$ cat config.mk
export PLATFORM = sky130hd
export DESIGN_NAME = led_frame_scheduler
export DESIGN_NICKNAME = d
export VERILOG_FILES = /design/src/rtl/led_frame_scheduler.sv
export SDC_FILE = /design/constraint.sdc
export NUM_CORES = 2
export LEC_CHECK = 0
export CORE_ASPECT_RATIO = 2
export CORE_UTILIZATION = 25
export CTS_CLUSTER_SIZE = 25
export DETAILED_ROUTE_END_ITERATION = 16
export SLEW_MARGIN = 30
export SYNTH_ARGS = -nofsm -noshare
export SYNTH_HDL_FRONTEND = slang
export SYNTH_SLANG_ARGS = --single-unit
$ cat constraint.sdc
create_clock -name CLK -period 2.5 [get_ports CLK]
set_input_delay 0.375 -clock CLK [delete_from_list [all_inputs] [get_ports CLK]]
set_output_delay 0.375 -clock CLK [all_outputs]
set_load 0.005 [all_outputs]
$ cat src/rtl/led_frame_scheduler.sv
`timescale 1ns/1ps
// led_frame_scheduler
//   Double-buffered 16x16 red/green frame store plus scan scheduler for the
//   LED matrix driver. A producer edits the back buffer row by row, then
//   requests a commit. The back buffer is copied to the displayed front
//   buffer only when the driver's row scan wraps, so a torn frame is never
//   shown. The block also generates the driver's EnableCount pulse and keeps
//   a mirror of the driver's scan counter.
//
// Ports
//   CLK, RST     clock, synchronous active-high reset
//   WrEn/WrRow   write WrRed/WrGrn into back-buffer row WrRow (ignored while Busy)
//   Commit       request back->front copy at next frame boundary (ignored while Busy)
//   Busy         commit pending
//   SwapDone     one-cycle pulse, the cycle after the front buffer changed
//   EnableCount  scan-advance pulse to the driver
//   FrameStart   EnableCount while the mirrored scan counter is 0
//   RedPixels    front buffer red,   [row][col]
//   GrnPixels    front buffer green, [row][col]

// One row of storage: back copy written by the producer, front copy loaded on swap.
module led_row_store #(
  parameter int W = 16
) (
  input  logic         CLK,
  input  logic         RST,
  input  logic         wr_en,
  input  logic [W-1:0] wr_red,
  input  logic [W-1:0] wr_grn,
  input  logic         swap,
  output logic [W-1:0] red,
  output logic [W-1:0] grn
);
  logic [W-1:0] back_red, back_grn;

  // wr_en and swap are mutually exclusive: writes need !Busy, swaps need Busy.
  always_ff @(posedge CLK) begin
    if (RST) begin
      back_red <= '0;
      back_grn <= '0;
      red      <= '0;
      grn      <= '0;
    end else begin
      if (wr_en) begin
        back_red <= wr_red;
        back_grn <= wr_grn;
      end
      if (swap) begin
        red <= back_red;
        grn <= back_grn;
      end
    end
  end
endmodule

module led_frame_scheduler #(
  parameter int FREQDIV     = 15,
  parameter int TICK_PERIOD = 1
) (
  input  logic              CLK,
  input  logic              RST,
  input  logic              WrEn,
  input  logic [3:0]        WrRow,
  input  logic [15:0]       WrRed,
  input  logic [15:0]       WrGrn,
  input  logic              Commit,
  output logic              Busy,
  output logic              SwapDone,
  output logic              EnableCount,
  output logic              FrameStart,
  output logic [15:0][15:0] RedPixels,
  output logic [15:0][15:0] GrnPixels
);
  localparam int NUM_ROWS = 16;
  localparam int ROW_W    = 16;
  localparam int TICK_W   = $clog2(TICK_PERIOD) + 1;
  localparam int SCAN_W   = FREQDIV + 4;
  localparam int STAGES   = 1;
  localparam logic [TICK_W-1:0] TICK_LAST = TICK_W'(TICK_PERIOD - 1);

  typedef struct packed {
    logic [3:0]       row;
    logic [ROW_W-1:0] red;
    logic [ROW_W-1:0] grn;
  } wr_req_t;

  typedef enum logic {IDLE, PENDING} state_t;

  state_t            state, state_nxt;
  wr_req_t           wr_req;
  logic [TICK_W-1:0] tick_cnt;
  logic [SCAN_W-1:0] scan_cnt;
  logic              frame_end;
  logic              wr_ok;
  logic              swap;
  logic [STAGES:0]   vld_pipe;

  assign wr_req = '{row: WrRow, red: WrRed, grn: WrGrn};

  // Tick divider and mirrored scan counter; both restart on RST together with
  // the driver so the mirror stays in lockstep.
  always_ff @(posedge CLK) begin
    if (RST) begin
      tick_cnt <= '0;
      scan_cnt <= '0;
    end else begin
      tick_cnt <= (tick_cnt == TICK_LAST) ? '0 : tick_cnt + TICK_W'(1);
      if (EnableCount) scan_cnt <= scan_cnt + SCAN_W'(1);
    end
  end

  assign EnableCount = !RST && (tick_cnt == TICK_LAST);
  assign FrameStart  = EnableCount && (scan_cnt == '0);
  assign frame_end   = EnableCount && (&scan_cnt);

  // Commit FSM: state register
  always_ff @(posedge CLK) begin
    if (RST) state <= IDLE;
    else     state <= state_nxt;
  end

  // Commit FSM: next state. A commit in the FrameEnd cycle while idle only
  // becomes pending; its swap waits for the next FrameEnd.
  always_comb begin
    state_nxt = state;
    case (state)
      IDLE:    if (Commit)    state_nxt = PENDING;
      PENDING: if (frame_end) state_nxt = IDLE;
      default:                state_nxt = IDLE;
    endcase
  end

  // Commit FSM: outputs
  always_comb begin
    Busy  = (state == PENDING);
    wr_ok = WrEn && (state == IDLE);
    swap  = (state == PENDING) && frame_end;
  end

  // Swap event delayed so SwapDone lands the cycle after the new image is visible.
  always_ff @(posedge CLK) begin
    if (RST) vld_pipe <= '0;
    else     vld_pipe <= {vld_pipe[STAGES-1:0], swap};
  end

  assign SwapDone = vld_pipe[STAGES];

  for (genvar r = 0; r < NUM_ROWS; r++) begin : g_row
    led_row_store #(.W(ROW_W)) u_row (
      .CLK    (CLK),
      .RST    (RST),
      .wr_en  (wr_ok && (wr_req.row == 4'(r))),
      .wr_red (wr_req.red),
      .wr_grn (wr_req.grn),
      .swap   (swap),
      .red    (RedPixels[r]),
      .grn    (GrnPixels[r])
    );
  end
endmodule

Word-level counts from Yosys, hierarchy flattened
Cells that the tools add are included.
{"block": "word_totals", "ff_bits": 1047, "elab_cells": 116, "output_inout_bits": 516}
{"block": "op_classes", "reduce_logical": 26, "addsub": 2, "n_mux": 3, "n_eq_ne": 15, "n_bitwise": 2}
{"op": "$eq 4x4->1 const B", "count": 8}
{"op": "$logic_and 1x1->1", "count": 21}
{"op": "$add 19x1->19 const B", "count": 1}
{"op": "$logic_not 19->1", "count": 1}
{"op": "$reduce_and 19->1", "count": 1}
{"op": "$eq 4x3->1 const B", "count": 4}
{"op": "$eq 4x2->1 const B", "count": 2}
{"op": "$eq 4x1->1 const B", "count": 1}
{"op": "$logic_not 4->1", "count": 1}
{"op": "$mux 1", "count": 2}
{"op": "$not 1->1", "count": 2}
{"op": "$pmux 1 s2", "count": 1}
{"op": "$reduce_or 2->1", "count": 1}
{"op": "$add 1x1->1 const B", "count": 1}
{"op": "$logic_not 1->1", "count": 1}

Longest topological paths before layout
{"block": "logic_depth", "ltp_word": 5, "depth_mapped": 8, "depth_no_buf": 5}

By module
Synthesis repeated with hierarchy kept, for this count alone.
{"block": "hier_totals", "cells_unflattened": 3454, "area_unflattened_um2": 38593.3}
{"module": "led_row_store", "cells_per_inst": 207, "seq_area_each_um2": 1281.2, "instances": 16, "area_per_inst_um2": 2339.7}
{"module": "led_frame_scheduler", "cells_per_inst": 142, "seq_area_each_um2": 460.4, "instances": 1, "area_per_inst_um2": 1157.4}

Worst setup path before layout
Ideal clock, no wire load.
{"block": "synth_timing", "path_type": "input to output", "from": "input port RST", "to": "output port FrameStart", "path_stages": 7, "t_arrival_ns": 1.522, "path_slack_ns": 0.603, "cell_sequence": "clkbuf_1 -> clkbuf_1 -> clkbuf_1 -> clkbuf_1 -> nor2_1 -> nand3_1 -> nor2_1"}
{"block": "synth_between", "elab_chain_len": 3}
{"element": "start, declared", "line_no": "61", "rtl": "input logic RST,"}
{"element": "$logic_not 1->1", "line_no": "112", "rtl": "assign EnableCount = !RST && (tick_cnt == TICK_LAST);"}
{"element": "$logic_and 1x1->1", "line_no": "112"}
{"element": "named net EnableCount", "line_no": "69", "rtl": "output logic EnableCount,"}
{"element": "$logic_and 1x1->1", "line_no": "113", "rtl": "assign FrameStart = EnableCount && (scan_cnt == '0);"}
{"element": "end, declared", "line_no": "70", "rtl": "output logic FrameStart,"}
The timed path passes the listed nets, and every way through them passes these cells.

Worst setup path in the final report
{"block": "layout_timing", "from": "register scan_cnt[15]", "to": "register g_row[13].u_row.grn[7]"}
{"block": "layout_between", "elab_chain_len": 3}
{"element": "start, declared", "line_no": "92", "rtl": "logic [SCAN_W-1:0] scan_cnt;"}
{"element": "start signal, assigned", "line_no": "108", "rtl": "if (EnableCount) scan_cnt <= scan_cnt + SCAN_W'(1);"}
{"element": "$reduce_and 19->1", "line_no": "114", "rtl": "assign frame_end = EnableCount && (&scan_cnt);"}
{"element": "$logic_and 1x1->1", "line_no": "114"}
{"element": "$logic_and 1x1->1", "line_no": "137", "rtl": "swap = (state == PENDING) && frame_end;"}
{"element": "end signal, assigned", "line_no": "50", "rtl": "grn <= back_grn;"}
{"element": "end, declared", "line_no": "32", "rtl": "output logic [W-1:0] grn"}
No other way between the ends.
A chain may end at the register's enable or synchronous reset.

==> results.py <==
metrics = {
    "logic_synthesis": {
        "syn_inst": 4661,
        "synth-async-reset-ratio_pct": 0,
        "yosysUniqueCellTypes": 44,
        "synth_seq_cells": 1047,
        "synth_enable_flop_cells": 0,
        "synth_area_per_cell_sq_um": 9.022,
        "netlist_area_sq_mm": 0.04205,
        "yosys_most_used_dff": "dfxtp_1",
        "ys_seq_area_share_pct": 49.85,
        "yosysWarnings": 0,
        "synth_nets": 4703,
    },
    "floorplan": {
        "ios": 556,
        "dieWidth_um": 292,
        "fp-row-count": 212,
        "die_height_um": 582,
        "core_area_sq_mm": 0.1668,
        "start_util_pct": 25.20,
        "fp.dieArea_sq_mm": 0.1699,
    },
    "run": {
        "maxCapViolations": 0,
    },
    "setup_path": {
        "critical-path-top-delay-family": "simple AND/OR/NAND/NOR gates",
        "crit_buf_inv": 3,
        "end_kind": "register",
        "critical_path_required_ns": 3.12,
        "ff2ff_path_depth": 7,
        "cp.depth": 7,
        "cp.arrival_ns": 2.96,
        "critPathMaxStageDelay_ns": 0.43,
        "crit_chain": "nand3_2, or3_4, nor4_4, buf_4, buf_12, buf_12, mux2i_1",
        "crit_fanout": 29,
        "crit_top_cell": "buf_12",
        "critPathKind": "reg2reg",
        "slowest_stage": "dfxtp_1",
        "reg2reg_slack_ns": 0.16,
        "cp-start-kind": "register",
    },
    "layout": {
        "final_area_sq_mm": 0.05337,
        "layout.nets": 5124,
        "drive_above_1_share_pct": 7.689,
        "fin_util_pct": 31.99,
        "stdcell_count": 7306,
        "nFillCells": 17204,
        "syn_to_final_growth_pct": 26.92,
    },
    "route": {
        "antenna_left": 0,
        "wirelength_um": 148900,
        "drt-vias-per-instance": 4.383,
        "drc": 0,
        "dr_total_vias": 32021,
        "detail_route.iter0.violations": 1938,
        "wl_per_cell_um": 20.38,
        "first_pass_iters": 8,
    },
    "clock_tree": {
        "clockRootBuffer": "clkbuf_16",
        "tritoncts": "yes",
        "cts_sinks": 1047,
        "clkTransAtPathRegs_ns": 0.06,
        "clkLatencyLatePin_ns": 0.70,
        "htreeDepth": 3,
        "clock_path_buffers": 3,
        "cts_buffers": 98,
    },
    "global_routing": {
        "grtUsageMet1_pct": 20.82,
        "grt.total_usage_pct": 16.99,
        "grt_overflow": 0,
        "use_met3_pct": 2.348,
        "grt_util_met2_pct": 29.63,
        "grt_busiest_layer": "met2",
        "grt_max_degree": 291,
        "grt_first_pass_wirelength_um": 212900,
        "antenna_found_initial": 18,
        "grt_pass1_vias": 30583,
    },
    "sta": {
        "setup-tns-final_ns": 0,
        "tightest_slew_ns": 1.096,
        "slew_headroom_pct": 26.94,
        "skew_ns": 0.03195,
        "grt_setup_unrepaired": "no",
        "fmax_ghz": 0.4271,
        "finalMaxSlewViolations": 0,
        "final-hold-violation-count": 0,
        "setup_viol": 0,
        "layout_worst_path_cycle_share_pct": 93.65,
        "period_minus_slack_ns": 2.341,
    },
    "hold_path": {
        "whs_path_depth": 3,
        "hp-class": "in2reg",
    },
    "power": {
        "ir_drop_mv": 0.5044,
        "power.leakage_nw": 16.42,
        "p_per_area_mw_per_mm2": 637.7,
        "p_total_mw": 34.04,
    },
    "run_status": {
        "status": "finished, final reports clean",
    },
    "place": {
        "placed_cell_area_sq_mm": 0.04992,
        "hpwl_um": 99860,
        "dpl.cell_count": 7118,
        "gp_congestion": 0.7824,
        "portBuffers": 555,
    },
}
-- power breakdown --
part | internal [mW] | switching [mW]
clock network | 8.67 | 7.06
logic | 0.509 | 0.986
registers | 16.8 | 0.0515
-- layout by cell type, fill, tap and decap left out, drive strengths merged, types with 2 or more instances in the layout --
master         Yosys  final
nand4              6      6
clkdlybuf4s50      0    523
o31ai              3      3
nor4bb             2      2
and4               3      3
or3                3      3
dlygate4sd3        0      2
nand2b          1027   1027
nand3             10     10
xor2               7      7
buf               75    191
or4                4      4
dfxtp           1047   1047
nand4bb            2      2
ha                 2      2
diode              0      3
and3               2      2
mux2i            513    513
clkinv             0     24
clkbuf           321    138
o21ai              3      3
nor4b              2      2
a21oi            517    517
nor2              31     31
nor4               6      6
bufinv             0      6
clkinvlp           0      6
inv                5     13
xnor2              4      4
nand2           1046   1046
nor2b              4      4
nor3               7      7
-- layout make-up --
cell class	instances	area [sq um]	area share [%]
Sequential cell	1047	20960	39.28
Multi-Input combinational cell	3213	18960	35.52
Timing Repair Buffer	717	7385	13.84
Clock buffer	137	2840	5.322
Tap cell	2140	2678	5.017
Clock inverter	44	520.5	0.9752
Inverter	5	18.77	0.03517
Antenna cell	3	7.507	0.01407
-- worst paths after layout --
| path | startpoint | to |
|---|---|---|
| setup / recovery | scan_cnt[15] | g_row[13].u_row.grn[7] |
| setup reg to reg | scan_cnt[15] | g_row[13].u_row.grn[7] |
| hold reg to reg | g_row[14].u_row.back_red[0] | g_row[14].u_row.back_red[0] |
| hold / removal | WrGrn[14] | g_row[15].u_row.back_grn[14] |
-- through the flow --
stage                     hold WS [ns]  setup WS, ns
after detailed placement        0.4467       0.07374
final                          0.06956        0.1589
after floorplan                 0.4138        0.6031
after global placement          0.4418       0.06037
after CTS                     0.001722      0.001895
after global routing           0.03213       0.03311
-- cells by family (layout without fill, tap and decap cells) --
| family | after synthesis | count (layout) | share of synthesized area, % |
|---|---|---|---|
| and+or+nand+nor | 2162 | 2162 | 25.88 |
| DFF | 1047 | 1047 | 49.85 |
| AOI/OAI and AO/OA | 523 | 523 | 6.243 |
| muxes | 514 | 514 | 12.24 |
| buffers and inverters | 401 | 903 | 5.499 |
| xor gates and xnor gates | 11 | 11 | 0.2291 |
| adders and majority gates | 2 | 2 | 0.05950 |
| other | 1 | 4 | 0.008918 |
-- synthesized netlist by cell type, types with 5 or more instances --
cell type / count / share of area [%]
a21oi_1: 517 / 6.2
buf_1: 14 / 0.12
buf_12: 44 / 2.1
buf_6: 8 / 0.21
clkbuf_1: 321 / 2.9
dfxtp_1: 1047 / 50
mux2i_1: 513 / 12
nand2_1: 1046 / 9.3
nand2b_1: 1027 / 15
nand3_1: 9 / 0.11
nand4_1: 6 / 0.089
nor2_1: 31 / 0.28
nor3_1: 7 / 0.083
nor4_1: 5 / 0.074
xor2_1: 7 / 0.15
-- what timing repair did --
action,CTS,global route
hold buffers,2,0
endpoints found under the setup margin,2,3
pin swaps,1,2
buffers inserted,0,1
hold endpoints to repair,4,0
resized for setup,6,4
-- sequential cells by signal, indices dropped and copies added (netlist names) --
| name | flops |
|---|---|
| Busy | 1 |
| g_row.u_row.back_grn | 256 |
| g_row.u_row.back_red | 256 |
| g_row.u_row.grn | 256 |
| g_row.u_row.red | 256 |
| scan_cnt | 19 |
| tick_cnt | 1 |
| vld_pipe | 2 |
-- tightest hold or removal path, delay by kind of cell --
| family | cells | cell delay [ns] |
|---|---|---|
| compound gates | 1 | 0.05 |
| simple gates | 1 | 0.09 |
| buf+inv | 1 | 0.20 |
-- routing by layer --
metal,vias up,share of wire [%]
li1,15754,-
met1,15149,43
met2,901,49
met3,209,4.4
met4,8,4.0
met5,-,0.030
(Power assumes the default switching activity.)
